**config.mk**
```make
export PLATFORM = sky130hd
export DESIGN_NAME = apb_slave_mux
export DESIGN_NICKNAME = d
export VERILOG_FILES = /design/src/rtl/apb_slave_mux.sv
export SDC_FILE = /design/constraint.sdc
export NUM_CORES = 1
export LEC_CHECK = 0
export CAP_MARGIN = 20
export CORE_UTILIZATION = 30
export CTS_CLUSTER_DIAMETER = 80
export DETAILED_ROUTE_END_ITERATION = 7
export PLACE_DENSITY = 0.83
export RECOVER_POWER = 100
export SETUP_SLACK_MARGIN = 0.1
export SLEW_MARGIN = 20
export SYNTH_ARGS = -nofsm -noshare
export SYNTH_HDL_FRONTEND = slang
export SYNTH_SLANG_ARGS = --single-unit
```
**constraint.sdc**
```tcl
create_clock -name hclk -period 2.82 [get_ports hclk]
set_clock_uncertainty 0.05 [all_clocks]
set_input_delay 0.846 -clock hclk [delete_from_list [all_inputs] [get_ports hclk]]
set_output_delay 0.846 -clock hclk [all_outputs]
set_load 0.05 [all_outputs]
```
**src/rtl/apb_slave_mux.sv**
```systemverilog
// ---------------------------------------------------------------------------
// apb_slave_mux
//   Shares the bridge's single APB master port among NUM_SLV APB slaves.
//   paddr[SEL_LSB+3:SEL_LSB] selects the slave. psel is a combinational decode.
//   prdata/pready/pslverr of the selected slave are muxed back to the bridge.
//   A per-transfer watchdog forces an error completion after TIMEOUT stalled
//   ACCESS cycles. TIMEOUT=0 disables the watchdog.
//
// Ports
//   hclk, hreset_n  clock and asynchronous active-low reset
//   psel_en         bridge select (transfer active)
//   penable         bridge enable (ACCESS phase)
//   paddr           bridge address, stable for the whole transfer
//   psel            one-hot slave select (combinational)
//   prdata_s        slave read data, slave i at [i*PDATA_W +: PDATA_W]
//   pready_s        per-slave ready
//   pslverr_s       per-slave error
//   prdata          muxed read data to the bridge
//   pready_x        muxed or forced ready to the bridge
//   pslverr_x       muxed or forced error to the bridge
//   to_flag         sticky watchdog-timeout flag
//   to_idx          slave index of the last timeout
//   to_clr          synchronous clear of to_flag (clear wins over set)
//   state_dbg       FSM state (0 = IDLE, 1 = ACCESS)
//
// Handshake: a transfer is one setup cycle (psel_en=1, penable=0) followed by
// ACCESS cycles (psel_en=1, penable=1). The transfer completes in the ACCESS
// cycle where pready_x=1, and pslverr_x/prdata are meaningful only in that
// cycle. Dropping psel_en during ACCESS abandons the transfer silently.
// ---------------------------------------------------------------------------
module apb_slave_mux #(
  parameter int NUM_SLV = 4,
  parameter int PADDR_W = 16,
  parameter int PDATA_W = 32,
  parameter int SEL_LSB = 12,
  parameter int TIMEOUT = 255
) (
  input  logic                       hclk,
  input  logic                       hreset_n,
  input  logic                       psel_en,
  input  logic                       penable,
  input  logic [PADDR_W-1:0]         paddr,
  output logic [NUM_SLV-1:0]         psel,
  input  logic [NUM_SLV*PDATA_W-1:0] prdata_s,
  input  logic [NUM_SLV-1:0]         pready_s,
  input  logic [NUM_SLV-1:0]         pslverr_s,
  output logic [PDATA_W-1:0]         prdata,
  output logic                       pready_x,
  output logic                       pslverr_x,
  output logic                       to_flag,
  output logic [3:0]                 to_idx,
  input  logic                       to_clr,
  output logic                       state_dbg
);

  // A zero-width counter is illegal, so the counter keeps one bit when the
  // watchdog is off. It then never leaves zero.
  localparam int          CNT_W  = (TIMEOUT < 1) ? 1 : $clog2(TIMEOUT + 1);
  localparam logic [CNT_W-1:0] TO_CNT = CNT_W'(TIMEOUT);
  localparam bit          TO_EN  = (TIMEOUT != 0);

  typedef enum logic {IDLE = 1'b0, ACCESS = 1'b1} state_t;

  state_t             state, state_nxt;
  logic [CNT_W-1:0]   wait_cnt, wait_nxt;
  logic [3:0]         cur_idx, cur_idx_nxt;
  logic               cur_map, cur_map_nxt;
  logic               to_hit;

  // Address decode
  logic [3:0] idx;
  logic       mapped;
  logic       paddr_unused;

  assign idx          = paddr[SEL_LSB+3:SEL_LSB];
  assign mapped       = ({1'b0, idx} < 5'(NUM_SLV));
  assign paddr_unused = ^paddr;
  assign state_dbg    = state;

  // The target slave's response, selected by the index latched at setup
  logic [PDATA_W-1:0] sel_rdata;
  logic               sel_ready;
  logic               sel_err;

  always_comb begin
    sel_rdata = '0;
    sel_ready = 1'b0;
    sel_err   = 1'b0;
    for (int i = 0; i < NUM_SLV; i++) begin
      if (cur_idx == 4'(i)) begin
        sel_rdata = prdata_s[i*PDATA_W +: PDATA_W];
        sel_ready = pready_s[i];
        sel_err   = pslverr_s[i];
      end
    end
  end

  // State register
  always_ff @(posedge hclk or negedge hreset_n) begin
    if (!hreset_n) begin
      state    <= IDLE;
      wait_cnt <= '0;
      cur_idx  <= '0;
      cur_map  <= 1'b0;
      to_flag  <= 1'b0;
      to_idx   <= '0;
    end else begin
      state    <= state_nxt;
      wait_cnt <= wait_nxt;
      cur_idx  <= cur_idx_nxt;
      cur_map  <= cur_map_nxt;
      if (to_clr) begin
        to_flag <= 1'b0;
      end else if (to_hit) begin
        to_flag <= 1'b1;
      end
      if (to_hit) begin
        to_idx <= cur_idx;
      end
    end
  end

  // Next-state logic
  always_comb begin
    state_nxt   = state;
    wait_nxt    = wait_cnt;
    cur_idx_nxt = cur_idx;
    cur_map_nxt = cur_map;
    to_hit      = 1'b0;
    case (state)
      IDLE: begin
        // penable without a preceding setup is ignored
        if (psel_en && !penable) begin
          state_nxt   = ACCESS;
          cur_idx_nxt = idx;
          cur_map_nxt = mapped;
          wait_nxt    = '0;
        end
      end
      ACCESS: begin
        if (!psel_en) begin
          state_nxt = IDLE;
          wait_nxt  = '0;
        end else if (penable) begin
          if (!cur_map || sel_ready) begin
            // A slave answering on the watchdog's last cycle still wins
            state_nxt = IDLE;
          end else if (TO_EN && (wait_cnt == TO_CNT)) begin
            state_nxt = IDLE;
            to_hit    = 1'b1;
          end else if (wait_cnt != TO_CNT) begin
            wait_nxt = wait_cnt + CNT_W'(1);
          end
        end
      end
      default: state_nxt = IDLE;
    endcase
  end

  // Output logic
  always_comb begin
    psel      = '0;
    pready_x  = 1'b0;
    pslverr_x = 1'b0;
    prdata    = '0;
    // psel is gated by reset so that it drops while reset is held mid-transfer
    if (hreset_n && psel_en && mapped) begin
      for (int i = 0; i < NUM_SLV; i++) begin
        psel[i] = (idx == 4'(i));
      end
    end
    if (state == ACCESS && cur_map) begin
      prdata = sel_rdata;
    end
    if (state == ACCESS && psel_en && penable) begin
      if (!cur_map) begin
        pready_x  = 1'b1;
        pslverr_x = 1'b1;
      end else if (sel_ready) begin
        pready_x  = 1'b1;
        pslverr_x = sel_err;
      end else if (TO_EN && (wait_cnt == TO_CNT)) begin
        pready_x  = 1'b1;
        pslverr_x = 1'b1;
      end
    end
  end

endmodule

```
# Word-level counts from Yosys, hierarchy flattened
# Cells that the tools add are included.
dict set report word_totals {
  reg_bits 19
  out_inout_bits 44
}
dict set report classes {
  addsub 1
  magnitude_cmp 1
  n_eq_ne 13
  mux 40
  bitwise 1
  reduce_logical 14
}
# operator n
set op_table {}
lappend op_table {{2-to-1 mux 32 bit} 5}
lappend op_table {{2-to-1 mux 8 bit} 6}
lappend op_table {{2-to-1 mux 1 bit} 26}
lappend op_table {{== test 4 x 2 -> 1 bit (second input constant)} 4}
lappend op_table {{case mux 8 bit (2 select lines)} 1}
lappend op_table {{!= test 3 bit (second input constant)} 3}
lappend op_table {{adder 8 x 1 -> 8 bit (second input constant)} 1}
lappend op_table {{== test 4 x 1 -> 1 bit (second input constant)} 2}
lappend op_table {{== test 8 bit (second input constant)} 1}
lappend op_table {{logical NOT 4 bit} 2}
lappend op_table {{!= test 8 bit (second input constant)} 1}
lappend op_table {{logical AND 1 bit} 6}
lappend op_table {{AND reduction 5 bit} 1}
lappend op_table {{less-than comparator 4 x 3 -> 1 bit (second input constant)} 1}
lappend op_table {{2-to-1 mux 4 bit} 1}
lappend op_table {{!= test 3 x 2 -> 1 bit (second input constant)} 1}
lappend op_table {{logical NOT 1 bit} 2}
lappend op_table {{!= test 2 bit (second input constant)} 1}
lappend op_table {{case mux 1 bit (2 select lines)} 1}
lappend op_table {{AND reduction 2 bit} 1}
lappend op_table {{nonzero test 2 bit} 1}
lappend op_table {{logical OR 1 bit} 1}
lappend op_table {{NOT 1 bit} 1}

# Longest topological paths before layout
dict set report depth {
  depth_word 12
  depth_mapped 6
}

# Worst setup path before layout
# Ideal clock, no wire load.
dict set report synth_timing {
  path_kind {input port to output port}
  start {input port pready_s[3]}
  end {output port pslverr_x}
  t_arrival_ns 3.373
  path_slack_ns -1.449
  cell_stages 4
  cell_sequence {mux2i_1 > o22a_1 > a31oi_1 > a21boi_0}
}
dict set report synth_between {
  elab_chain_len 4
}
# item line
set synth_rtl {}
lappend synth_rtl {{start: declaration} 45} ;# input logic [NUM_SLV-1:0] pready_s,
lappend synth_rtl {{2-to-1 mux 1 bit} 90} ;# if (cur_idx == 4'(i)) begin
lappend synth_rtl {{2-to-1 mux 1 bit} 179} ;# end else if (sel_ready) begin
lappend synth_rtl {{2-to-1 mux 1 bit} 176} ;# if (!cur_map) begin
lappend synth_rtl {{2-to-1 mux 1 bit} 175} ;# if (state == ACCESS && psel_en && penable) begin
lappend synth_rtl {{end: declaration} 49} ;# output logic pslverr_x,
# Every way passes these cells.

# Final worst setup path
dict set report layout_timing {
  start {register cur_idx[3]}
  end {output port prdata[9]}
}
dict set report layout_between {
  elab_chain_len 6
  elab_cells_between_ends 9
}
# item line
set layout_rtl {}
lappend layout_rtl {{start: declaration} 66} ;# logic [3:0] cur_idx, cur_idx_nxt;
lappend layout_rtl {{start signal: assignment} 110} ;# cur_idx <= cur_idx_nxt;
lappend layout_rtl {{logical NOT 4 bit} 90}
lappend layout_rtl {{2-to-1 mux 32 bit (3 in series)} 90}
lappend layout_rtl {{2-to-1 mux 32 bit (*)} 90}
lappend layout_rtl {{2-to-1 mux 32 bit (*)} 172} ;# if (state == ACCESS && cur_map) begin
lappend layout_rtl {{end: declaration} 47} ;# output logic [PDATA_W-1:0] prdata,
# Every way passes the cells marked *; elsewhere a longest branch is shown, timed or not.

==> impl_metrics.csv <==
group,metric,value,unit
power,ir_worst_vdd,0.310,mV
run,cap_violations,0,
yosys,yosysWarnings,0,
grt,grt_pass1_vias,3089,
timing,max_freq,334,MHz
clock_tree,clkTransAtPathRegs,0.08,ns
cells_and_area,drive_gt1_share,43.9,%
worst_setup_path,crit_chain,"buf_6 -> or3_4 -> nor2_4 -> clkbuf_16 -> a222oi_1 -> buf_4 -> nor2_4 -> buf_12",
power,power,1580,µW
worst_setup_path,crit_path_end_kind,"primary output",
floorplan,die_w,83.2,µm
yosys,yosysSeqAreaShare,24.1,%
timing,timing.final.ws_setup,-0.178,ns
timing,slew_headroom,29.4,%
drt,post_drt_wl_per_cell,21.9,µm
power,pwr_density_cell,296,mW/mm²
cells_and_area,final_area,0.00535,mm²
yosys,synth_area_per_cell,8.94,µm²
grt,grt.total_usage,30.3,%
placed_design,placed_cell_area,0.00501,mm²
status,violations,"setup timing",
yosys,yosysTopAreaCell,"dfrtp_1",
yosys,yosysMostFrequentCell,"nor2_1",
yosys,synthArstFlopShare,100,%
timing,rsz0062_at_grt,"true",
worst_setup_path,cp.arrival,2.10,ns
yosys,synth_nets,379,
clock_tree,cts_hold_buffers,0,
worst_setup_path,path_class,"flip-flop to primary output",
timing,final-hold-violation-count,0,
power,p_leak,0.00226,µW
yosys,synth_cell_type_count,35,
clock_tree,h-tree-depth,1,
drt,drc,0,
clock_tree,worstSkewPairLatency,0.26,ns
worst_setup_path,start_kind,"flip-flop",
clock_tree,clock_sinks,19,
drt,drtIter0Drc,275,
worst_setup_path,cpMostUsedCell,"nor2_4",
floorplan,die_h,83.2,µm
timing,period_minus_slack,3.00,ns
worst_setup_path,critPathMaxStageDelay,0.42,ns
worst_setup_path,critPathMaxFanout,16,
floorplan,fp.dieArea,0.00691,mm²
yosys,syn_area,0.00198,mm²
timing,setup_viol,34,
drt,wirelength,12.1,mm
worst_setup_path,worstPathRequired,1.92,ns
drt,num_vias,3216,
placed_design,port-buffer-count,188,
floorplan,io_pins,201,
yosys,synthFlopType,"dfrtp_1",
drt,vias_per_cell,5.83,
drt,ant_nets,0,
cells_and_area,fin_nets,630,
floorplan,core,0.00635,mm²
clock_tree,cts_tree,"done",
clock_tree,cts_buffers,3,
drt,drtPass1Iterations,8,
placed_design,routabilityCongestion,0.907,
hold_path,hp-class,"flip-flop to flip-flop",
grt,grt.overflow.total,0,
yosys,synth_top_area_share,24.1,%
placed_design,dp_hpwl,8.04,mm
yosys,synth_edf_count,0,
cells_and_area,area.growth.synth_to_final,171,%
timing,maxSlewViolCount,0,
clock_tree,cts_root_buf,"clkbuf_8",
yosys,ys_top_cells_by_area,"dfrtp_1 (24%), mux2_2 (20%), a222oi_1 (16%)",
grt,grt_max_degree,34,
timing,finalCritPeriodShare,106,%
grt,grt_pass1_wl,16.8,mm
timing,max_slew.worst_pin.slew,1.06,ns
floorplan,num_rows,29,
yosys,synthesis.instances,221,
clock_tree,cts_buffer_depth,2,
cells_and_area,fin_util,84.3,%
floorplan,initial_core_util,31.1,%
status,status,"finished with violations",
grt,antenna_found_initial,4,
yosys,yosys-top-cells-count,"nor2_1 (38), mux2_2 (35), a222oi_1 (32)",
yosys,ys_seq_elements,19,
worst_setup_path,cp_slowest_cell,"or3_4",
cells in the final DEF, fill, tap and decap left out, drive strengths merged, types with 2 or more instances in the layout:
cell           count
or4                3
diode              4
and3               3
nand2             10
a21oi              6
nor2              38
a222oi            32
dlymetal6s2s       6
or3                3
nor3b              4
a31oi              2
clkdlybuf4s50     71
dlygate4sd2       63
o21ai              4
clkdlybuf4s15      3
buf              107
mux2i              7
o31ai              3
and2               3
dlygate4sd3        5
nor2b              2
clkbuf            12
mux2              39
or2                2
nand3              6
dfrtp             19
a311oi             2
inv                4
nor3               2
final timing paths:
| check | cells after the start | slack (ns) | end | start |
|---|---|---|---|---|
| worst max register to register | 7 | 0.25 | to_idx[3] | cur_idx[0] |
| worst max-delay path | 8 | -0.18 | prdata[9] | cur_idx[3] |
| worst min register to register | 1 | 0.44 | to_idx[2] | to_idx[2] |
| worst min-delay path | 1 | 0.44 | to_idx[2] | to_idx[2] |
| max in group asynchronous | 2 | 0.99 | cur_idx[0] | hreset_n |
| min in group asynchronous | 2 | 1.03 | wait_cnt[5] | hreset_n |
state kept, by name (all words and copies together) (netlist names):
register	cells
cur_idx	4
cur_map	1
state_dbg	1
to_flag	1
to_idx	4
wait_cnt	8
through the flow:
| step | TNS (ns) | hold slack, ns | std cells | setup slack, ns |
|---|---|---|---|---|
| after floorplan | -1.10 | 0.442 | 221 | -0.365 |
| after global routing | -6.43 | 0.479 | 552 | -0.214 |
| after global placement | -9.93 | 0.448 | 526 | -0.354 |
| final | -4.95 | 0.442 | 552 | -0.178 |
| after detailed placement | -9.87 | 0.445 | 526 | -0.370 |
| after CTS | -5.94 | 0.467 | 538 | -0.208 |
logic make-up (layout without fill, tap and decap cells):
logic type	count (synthesis)	count (layout)	synth area share [%]
adders and majority gates	1	1	0.633
and+or+nand+nor	81	81	20.0
AOI/OAI and AO/OA	52	52	23.2
DFF	19	19	24.1
buffers and inverters	22	272	4.94
muxes	46	46	27.2
other	0	4	0
where the power goes:
part | leakage (µW) | internal [µW] | switching (µW) | total, µW
Combinational | 0.00198 | 614 | 469 | 1080
Sequential | 0.000254 | 288 | 18.4 | 306
Clock | 0.0000255 | 98.3 | 96.0 | 194
timing repair:
action / in CTS / in global routing
setup endpoints to repair: 38 / 38
pin swaps: 40 / 8
gates resized for setup: 110 / 23
gates cloned: 0 / 3
setup buffers: 8 / 7
critical path: cells and delay by family (launching register included):
family / cells / cell delay (ns)
AND/OR/NAND/NOR: 3 / 0.68
AO/OA/AOI/OAI: 1 / 0.12
buffers and inverters: 4 / 0.65
flip-flops: 1 / 0.39
layout make-up:
class | count | area, µm²
inverters | 4 | 15.0
flip-flops and latches | 19 | 477
clock inverters | 1 | 5.00
well taps | 77 | 96.3
fillers | 332 | 1000
diodes | 4 | 10.0
multi-input cells | 180 | 1870
clock buffers | 3 | 41.3
repair buffers | 264 | 2840
routing by layer:
metal / share of wire [%] / vias up / global-route usage (%) / routed length, µm
li1: - / 1395 / - / -
met1: 36 / 1549 / 34.4 / 4380
met2: 53 / 230 / 58.4 / 6420
met3: 7.1 / 42 / 4.67 / 862
met4: 3.8 / 0 / 7.37 / 455
met5: 0 / - / 0 / 0
Note: power is estimated with default switching activity, not from simulation.
==> RTL edit (same settings) <==
Put a register stage on the output `pslverr_x`, with the module's reset. The value now appears one clock later. The other outputs are not delayed to match. Comments in the files are not updated.
--- a/src/rtl/apb_slave_mux.sv
+++ b/src/rtl/apb_slave_mux.sv
@@ -61,6 +61,8 @@
 
   typedef enum logic {IDLE = 1'b0, ACCESS = 1'b1} state_t;
 
+  logic pslverr_x_d;
+
   state_t             state, state_nxt;
   logic [CNT_W-1:0]   wait_cnt, wait_nxt;
   logic [3:0]         cur_idx, cur_idx_nxt;
@@ -161,7 +163,7 @@
   always_comb begin
     psel      = '0;
     pready_x  = 1'b0;
-    pslverr_x = 1'b0;
+    pslverr_x_d = 1'b0;
     prdata    = '0;
     // psel is gated by reset so that it drops while reset is held mid-transfer
     if (hreset_n && psel_en && mapped) begin
@@ -175,14 +177,22 @@
     if (state == ACCESS && psel_en && penable) begin
       if (!cur_map) begin
         pready_x  = 1'b1;
-        pslverr_x = 1'b1;
+        pslverr_x_d = 1'b1;
       end else if (sel_ready) begin
         pready_x  = 1'b1;
-        pslverr_x = sel_err;
+        pslverr_x_d = sel_err;
       end else if (TO_EN && (wait_cnt == TO_CNT)) begin
         pready_x  = 1'b1;
-        pslverr_x = 1'b1;
-      end
+        pslverr_x_d = 1'b1;
+      end
+    end
+  end
+
+  always_ff @(posedge hclk or negedge hreset_n) begin
+    if (!hreset_n) begin
+      pslverr_x <= '0;
+    end else begin
+      pslverr_x <= pslverr_x_d;
     end
   end
 
Check against the original RTL: not equivalent (a bounded check fails within 4 cycles, from zero or initial values and one cycle with hreset_n low).
==> RTL edit against the unedited design <==
The run ends with DRC, setup timing left; combinational power is 19% lower; sequential cell count rose by 1; cell area fell by 4.0%; largest cell class unchanged; die area increased by 4.2%; first-iteration DRC count fell by 56%; worst setup slack better by 0.044 ns; count of clock-buffer cells in the layout up 1; critical endpoint is now prdata[24]; wire length shrank 11%; total power down 9.8%; cell count down 2.5%; synthesized area grew 4.3%; utilization is 5.2 points lower; via count fell by 7.9%; highest routed layer unchanged.
==> RTL edit: results (changes against the unedited design) <==
status: "finished, violations left"  # unchanged
violations: "DRC, setup timing"  # was setup timing
met2_length_um: 5650  # was 6420 µm
synth_cell_types: 36  # was 35
post-place-cells: 517  # was 526
inverters: 5  # was 4
drt_iter0_drc: 122  # was 275
p_leak_nw: 2.05  # was 2.26 nW
cp-startpoint: "prdata_s[120]"  # was cur_idx[3]$_DFFE_PN0P_
finalInstanceArea_um2: 5130  # was 5350 µm²
drive_above_1_share_pct: 34.7  # was 43.9%
tns_ns: -0.788  # was -4.95 ns
grtUsageMet1_pct: 33.6  # was 34.4%
start_kind: "input port"  # was register
worstRegToRegCells: 6  # was 7
diodes: 0  # was 4
crit_arrival_ns: 2.06  # was 2.10 ns
synth_compound_area_share_pct: 23.2  # about the same
r2r_end: "wait_cnt[3]$_DFFE_PN0P_"  # was to_idx[3]$_DFFE_PN0P_
fin_ws_ns: -0.134  # was -0.178 ns
first_pass_iters: 7  # was 8
vdd_drop_max_mv: 0.359  # was 0.310 mV
synth_nets: 415  # was 379
nFlopsAndLatches: 20  # was 19
worstSetupEndpoint: "prdata[24]"  # was prdata[9]
grtUsageTotal_pct: 27.1  # was 30.3%
place_congestion: 0.885  # was 0.907
cp_slowest_stage_delay_ns: 0.45  # was 0.42 ns
met3_usage_pct: 3.21  # was 4.67%
finalSetupViolCount: 21  # was 34
multi_input_gates: 212  # was 180
worst_pin_slew_ns: 1.10  # was 1.06 ns
grt_max_degree: 25  # was 34
rrSetupSlack_ns: 0.71  # was 0.25 ns
antenna_found_initial: 0  # was 4
multi_input_area_um2: 1840  # was 1870 µm²
synthCells: 257  # was 221
grt_first_pass_wirelength_um: 15500  # was 16800 µm
dp_slack_ns: -0.199  # was -0.370 ns
synth_fa_ha_area_share_pct: 0.607  # was 0.633%
drc: 15  # was 0
dpl_cell_area_um2: 4540  # was 5010 µm²
synthMuxAreaShare_pct: 22.0  # was 27.2%
-- RTL edit: kinds of logic (layout without fill, tap and decap cells) --
group | count (synthesis) | count (layout)
AOI/OAI and AO/OA | 60 | 60
and+or+nand+nor | 108 | 108
muxes | 43 | 43
buffers and inverters | 25 | 229
adders and majority gates | 1 | 1
DFF | 20 | 20
-- RTL edit: power by group --
| group | leakage [nW] | internal, W | total [W] | switching (W) |
|---|---|---|---|---|
| sequential | 0.268 | 0.000301 | 0.000326 | 0.0000246 |
| clock | 0.0288 | 0.000124 | 0.000223 | 0.0000987 |
| combinational | 1.75 | 0.000481 | 0.000879 | 0.000397 |
| total | 2.05 | 0.000907 | 0.00143 | 0.000521 |
-- RTL edit: repair_timing --
item	in CTS	in global routing
cloned	3	2
buffers inserted	6	6
gates resized for setup	61	42
endpoints found under the setup margin	37	36
pin swaps	23	27
-- RTL edit: critical path, delay by kind of cell --
family | cells | cell delay [ns]
buf+inv | 2 | 0.61
compound gates | 1 | 0.20
mux | 1 | 0.24
simple gates | 2 | 0.16
